[src/rtl/dpram_burst_reader.sv]
// Burst read engine for one dual-port RAM port: command in, valid/ready word stream out.
// Define DPRAM_RD_DESC_EN to add the cmd_desc port for descending-address bursts.
module dpram_burst_reader #(
  parameter int DATA = 8,
  parameter int ADDR = 10,
  parameter int LEN  = ADDR + 1
) (
  input  logic            i_clk,
  input  logic            i_reset,
  input  logic            i_cmd_valid,
  output logic            o_cmd_ready,
  input  logic [ADDR-1:0] i_cmd_addr,
  input  logic [LEN-1:0]  i_cmd_len,
`ifdef DPRAM_RD_DESC_EN
  input  logic            i_cmd_desc,
`endif
  output logic            o_mem_wr,
  output logic [ADDR-1:0] o_mem_addr,
  output logic [DATA-1:0] o_mem_din,
  input  logic [DATA-1:0] i_mem_dout,
  output logic            o_out_valid,
  input  logic            i_out_ready,
  output logic [DATA-1:0] o_out_data,
  output logic            o_out_last,
  output logic            o_busy
);

  typedef enum logic [1:0] {
    S_IDLE,
    S_RUN,
    S_DRAIN
  } state_t;

  state_t r_state;
  state_t w_state_nxt;

  logic [ADDR-1:0] r_addr;
  logic [LEN-1:0]  r_rem;
  logic            r_inflight;
  logic            r_inflight_last;
  logic [1:0]      r_cnt;
  logic            r_wp;
  logic            r_rp;
  logic [DATA-1:0] r_fifo_data [2];
  logic            r_fifo_last [2];

  logic            w_pop;
  logic            w_push;
  logic            w_start;
  logic            w_issue;
  logic            w_rem_last;
  logic [2:0]      w_occ;
  logic [1:0]      w_cnt_nxt;
  logic [ADDR-1:0] w_addr_step;

`ifdef DPRAM_RD_DESC_EN
  logic r_desc;

  assign w_addr_step = r_desc ? r_addr - ADDR'(1)
                              : r_addr + ADDR'(1);
`else
  assign w_addr_step = r_addr + ADDR'(1);
`endif

  assign w_pop      = (r_cnt != 2'd0) && i_out_ready;
  assign w_push     = r_inflight;
  assign w_start    = i_cmd_valid && (r_state == S_IDLE)
                   && (i_cmd_len != '0);
  assign w_rem_last = (r_rem == LEN'(1));

  // Credit: buffered plus in-flight words, less this cycle's pop, stays below 2.
  assign w_occ   = {1'b0, r_cnt} + {2'b00, r_inflight};
  assign w_issue = (r_state == S_RUN)
                && (w_occ < (3'd2 + {2'b00, w_pop}));

  assign w_cnt_nxt = r_cnt + {1'b0, w_push} - {1'b0, w_pop};

  always_ff @(posedge i_clk) begin
    if (i_reset) begin
      r_state <= S_IDLE;
    end else begin
      r_state <= w_state_nxt;
    end
  end

  always_comb begin
    w_state_nxt = r_state;
    unique case (r_state)
      S_IDLE: begin
        if (w_start) w_state_nxt = S_RUN;
      end
      S_RUN: begin
        if (w_issue && w_rem_last) w_state_nxt = S_DRAIN;
      end
      S_DRAIN: begin
        if ((w_cnt_nxt == 2'd0) && !r_inflight)
          w_state_nxt = S_IDLE;
      end
      default: w_state_nxt = S_IDLE;
    endcase
  end

  always_ff @(posedge i_clk) begin
    if (i_reset) begin
      r_addr          <= '0;
      r_rem           <= '0;
      r_inflight      <= 1'b0;
      r_inflight_last <= 1'b0;
      r_cnt           <= 2'd0;
      r_wp            <= 1'b0;
      r_rp            <= 1'b0;
      r_fifo_data[0]  <= '0;
      r_fifo_data[1]  <= '0;
      r_fifo_last[0]  <= 1'b0;
      r_fifo_last[1]  <= 1'b0;
`ifdef DPRAM_RD_DESC_EN
      r_desc          <= 1'b0;
`endif
    end else begin
      if (w_start) begin
        r_addr <= i_cmd_addr;
        r_rem  <= i_cmd_len;
`ifdef DPRAM_RD_DESC_EN
        r_desc <= i_cmd_desc;
`endif
      end else if (w_issue) begin
        r_addr <= w_addr_step;
        r_rem  <= r_rem - LEN'(1);
      end
      r_inflight      <= w_issue;
      r_inflight_last <= w_issue && w_rem_last;
      if (w_push) begin
        r_fifo_data[r_wp] <= i_mem_dout;
        r_fifo_last[r_wp] <= r_inflight_last;
        r_wp              <= ~r_wp;
      end
      if (w_pop) r_rp <= ~r_rp;
      r_cnt <= w_cnt_nxt;
    end
  end

  assign o_cmd_ready = (r_state == S_IDLE);
  assign o_busy      = (r_state != S_IDLE);
  assign o_mem_wr    = 1'b0;
  assign o_mem_din   = '0;
  assign o_mem_addr  = r_addr;
  assign o_out_valid = (r_cnt != 2'd0);
  assign o_out_data  = r_fifo_data[r_rp];
  assign o_out_last  = r_fifo_last[r_rp];

endmodule

[config.mk]
export PLATFORM = sky130hd
export DESIGN_NAME = dpram_burst_reader
export DESIGN_NICKNAME = d
export VERILOG_FILES = /design/src/rtl/dpram_burst_reader.sv
export SDC_FILE = /design/constraint.sdc
export NUM_CORES = 1
export LEC_CHECK = 0
export BUFFER_PORTS_ARGS = -buffer_cell sky130_fd_sc_hd__buf_2
export CAP_MARGIN = 5
export CORE_MARGIN = 2
export CORE_UTILIZATION = 35
export DETAILED_ROUTE_END_ITERATION = 8
export SETUP_SLACK_MARGIN = 0.05
export SKIP_LAST_GASP = 1
export SLEW_MARGIN = 20
export SYNTH_ARGS = -nofsm -noshare
export SYNTH_HDL_FRONTEND = slang
export SYNTH_SLANG_ARGS = --single-unit
[constraint.sdc]
create_clock -name i_clk -period 3 [get_ports i_clk]
set_clock_uncertainty 0.1 [all_clocks]
set_input_delay 0.9 -clock i_clk [delete_from_list [all_inputs] [get_ports i_clk]]
set_output_delay 0.9 -clock i_clk [all_outputs]
set_load 0.05 [all_outputs]
* Word level (Yosys, flattened, before mapping)
Memory sizes are Yosys's and may differ from the RTL's. A register that Yosys moved wholly into a read port is not among the register bits. Cells that the tools add are included.
Cells by class: add/subtract/negate cells 6, $lt $le $gt $ge 1, eq/ne operators 6, muxes and demuxes 23, bitwise gates (word level) 2, reductions and logical operators 16
Operators with widths (number):
- 11-bit 2-to-1 mux | 2
- 10-bit 2-to-1 mux | 2
- 1-bit 2-to-1 mux | 14
- 11-bit by 1-bit == test with 1-bit output, second input constant | 1
- 11-bit nonzero test | 1
- 11-bit by 1-bit subtractor with 11-bit output, second input constant | 1
- 10-bit by 1-bit adder with 10-bit output, second input constant | 1
- 8-bit 2-to-1 mux | 1
- 8-bit OR reduction | 1
- 1-bit logical AND | 6
- 2-bit 2-to-1 mux | 3
- 2-bit one-hot mux with 3 select lines | 1
- 2-bit nonzero test | 3
- 2-bit logical NOT | 2
- 2-bit by 1-bit != test with 1-bit output, second input constant | 2
- 2-bit by 1-bit adder with 3-bit output | 1
- 2-bit by 1-bit adder with 3-bit output, first input constant | 1
- 3-bit < comparator | 1
- 3-bit AND reduction | 1
- 2-bit by 1-bit adder with 2-bit output | 1
- 2-bit by 1-bit == test with 1-bit output, second input constant | 1
- 2-bit == test, second input constant | 1
- 2-bit != test, second input constant | 1
- 1-bit inverter | 2
- 3 further kinds | 3
Storage, ports and cells: register bits 29, memory bits (writable) 18, bits of input ports 33, output and inout bits 31, word-level logic and storage cells 64, memories kept 2
Memories:
- r_fifo_data | depth 2, bits a word 8, read ports 1, clocked after memory_dff 1, write ports 2, line 44 | logic [DATA-1:0] r_fifo_data [2];
- r_fifo_last | depth 2, bits a word 1, read ports 1, clocked after memory_dff 1, write ports 2, line 45 | logic r_fifo_last [2];

* Depth between registers and ports, before layout
word-level depth 8, gate-level depth with buffers 9, mapped depth without buffers 9

* Worst setup path after synthesis
No wires, ideal clock.
path type input port to flip-flop, start point input i_cmd_len[0], end point register r_rem[6], arrival time 2371 ps, data required time 2809 ps, slack 438 ps, stages on the path 5, path buffers 1, path through or4_1 -> o31ai_2 -> buf_2 -> nor2_1 -> a311oi_1
Between the ends: cells in the longest elaborated chain, start to end 3, elaborated cells on any way between the ends 4, classes of those cells 1 x mux; 3 x reduce/logical
Ends and longest elaborated chain:
- start: declaration | line 13 | input logic [LEN-1:0] i_cmd_len,
- 11-bit nonzero test (*) | line 68 | && (i_cmd_len != '0);
- 1-bit logical AND (*) | line 68
- 11-bit 2-to-1 mux / 2-bit nonzero test (equally long branches)
- end signal: assignment | line 122 | r_rem <= i_cmd_len;
- end signal: assignment | line 128 | r_rem <= r_rem - LEN'(1);
- end: declaration | line 38 | logic [LEN-1:0] r_rem;
Mark *: on every way between the ends. The rest lies on a longest branch, timed or not. A chain may end at the register's enable or synchronous reset.

==> impl_metrics.yaml <==
clock_tree:
  cts_setup_buffers: 0
  clockBufferDepth: 2
  cts_buffers: 5
  cts_htree_levels: 2
  clock-root-buffer: "clkbuf_8"
  cts_tree: "done"
  insertion_delay_ns: 0.30
  hold_buffers: 0
  cts_sinks: 48
  cts_resized: 0
  cts.clk_slew.worst_paths_ns: 0.09
timing:
  slew_violations: 0
  slew_headroom_pct: 52.5
  max_freq_mhz: 397
  worst_pin_slew_ns: 0.706
  timing.final.crit_share_pct: 83.9
  timing.setup.tns_ns: 0
  fin_crit_ns: 2.52
  timing_hold_violations_final: 0
  worst_slack_ns: 0.482
  rsz0062_at_grt: "no"
  finalSetupViolations: 0
finish:
  layout-drive-gt1-share_pct: 29.6
  postLayoutCoreUtil_pct: 43.2
  multi_input_area_um2: 1190
  synthToLayoutAreaGrowth_pct: 19.7
  fin_area_um2: 2940
  regArea_um2: 1140
  final_cell_mix: "54 x buf_2, 30 x dfxtp_1, 19 x and2_1"
  diodes: 0
  mostFrequentLayoutCell: "buf_2"
  fillers: 658
  nets: 343
synth:
  synth_edf_count: 18
  synth-seq-cells: 48
  synthTopCellsByArea: "dfxtp_1 24%, edfxtp_1 22%, mux2_2 5.0%, and2_1 4.8%, ha_1 3.6%"
  synthCells: 246
  ys.flop_type: "dfxtp_1"
  synth.avg_cell_area_um2: 9.98
  synth-seq-area-share_pct: 46.5
  synth_cell_type_count: 55
  yosys.area.top_type: "dfxtp_1"
  async_flop_share_pct: 0
  synth_top_area_share_pct: 24.5
  synth_area_um2: 2450
  synth_warnings: 0
route:
  route.detailed.drc: 0
  routed_wl_mm: 5.51
  drt_pass1_iterations: 4
  via_per_inst: 5.03
  dr_total_vias: 2012
  ant_nets: 0
  drt_iter0_markers: 108
  drt-wirelength-per-cell_um: 13.8
hold_path:
  hold_class: "reg2reg"
setup_path:
  startpoint_type: "flip-flop"
  required_ns: 2.00
  cp.arrival_ns: 1.52
  timing.reg2reg.setup_slack_ns: 0.53
  critPathKind: "reg2out"
  end_kind: "output pin"
  crit_fanout: 9
grt:
  grt-ovfl-total: 0
  grt_pass1_wl_mm: 8.98
  antenna_found_initial: 0
  grt_max_degree: 27
  grt_usage_pct: 14.7
  first_global_vias: 1904
die:
  start_util_pct: 36.1
  die_height_um: 87.8
  design.portCount: 64
  die_area_um2: 7700
  rows: 30
  dieWidth_um: 87.8
  coreArea_um2: 6790
place:
  port_buffers: 54
  dp_slack_ns: 0.250
  place_hpwl_mm: 3.99
  place_area_um2: 2820
  gp_congestion: 0.807
power_and_ir_drop:
  vdd_drop_max_mv: 0.225
  finalPower_uw: 1950
  leakage_uw: 0.00124
  cellPowerDensity_nw_per_um2: 663
outcome:
  status: "complete, no violations"
job:
  cap_viol_max_count: 0
worst paths after layout:
path                           end  cells past startpoint             startpoint
max                     o_out_last                      2              flip-flop
min          r_rem[1]$_SDFFE_PP0P_                      2  r_rem[1]$_SDFFE_PP0P_
max reg2reg  r_rem[6]$_SDFFE_PP0P_                      6  r_inflight$_SDFF_PP0_
min reg2reg  r_rem[1]$_SDFFE_PP0P_                      2  r_rem[1]$_SDFFE_PP0P_
power by group:
group | internal (µW) | switching, µW | total (µW)
Sequential | 750 | 75.4 | 825
Combinational | 222 | 421 | 643
Clock | 251 | 229 | 480
Total | 1220 | 726 | 1950
synth_stat cells, types with 2 or more instances:
cell / count
a211oi_1: 7
a21oi_1: 10
or3_1: 4
buf_4: 9
a2bb2oi_1: 2
o311a_1: 2
and2_1: 19
or2_2: 3
xnor2_1: 7
inv_1: 9
o221ai_1: 2
or4_1: 5
nor3_1: 4
clkbuf_1: 8
o31ai_1: 2
buf_2: 3
o21ai_1: 2
edfxtp_1: 18
mux2_2: 11
nor2_1: 17
and3_1: 8
nand2_1: 11
xor2_1: 2
dfxtp_1: 30
a311oi_1: 3
nand3_1: 3
nor4_1: 5
o21ai_0: 5
nand4_1: 3
ha_1: 7
state kept, by name, indices dropped and copies added, names as in the netlist, named ones only:
register         count
o_mem_addr          10
r_cnt                2
r_fifo_data         16
r_fifo_last          2
r_inflight           1
r_inflight_last      1
r_rem               11
r_rp                 1
r_state              2
r_wp                 1
final cells by class:
class | instances | share of cell area (%)
multi-input combinational | 176 | 40.6
sequential | 48 | 38.8
clock inverter | 3 | 1.58
clock buffer | 5 | 2.34
timing repair buffer | 62 | 11.2
inverter | 10 | 1.28
tap | 96 | 4.09
cell families after synthesis:
family	after synthesis	synth area share, %
multiplexers	11	5.05
AND/OR/NAND/NOR	91	20.9
adder cells (fa/ha/maj)	7	3.57
other	1	0.153
flip-flops	48	46.5
AO/OA/AOI/OAI	49	14.5
buffers and inverters	30	6.12
XOR/XNOR	9	3.21
per-layer routing:
layer  vias to the layer above  GRT usage [%]  wire length [µm]
met2                        58           24.3              2640
met4                         0           4.76                61
met3                         7           2.45               224
met1                       953           19.8              2590
li1                        994              -                 -
met5                         -              0                 0
critical path, stage by stage, from the launching register on:
cell	delay, ns
dfxtp_1	0.60
mux2_2	0.40
buf_2	0.21
metrics by stage:
| step | cells | hold WS [ns] |
|---|---|---|
| after floorplan | 254 | 0.357 |
| after global placement | 392 | 0.382 |
| after detailed placement | 392 | 0.383 |
| after CTS | 400 | 0.396 |
| after global routing | 400 | 0.433 |
| final | 400 | 0.391 |
Power figures use the tool's default switching activity.
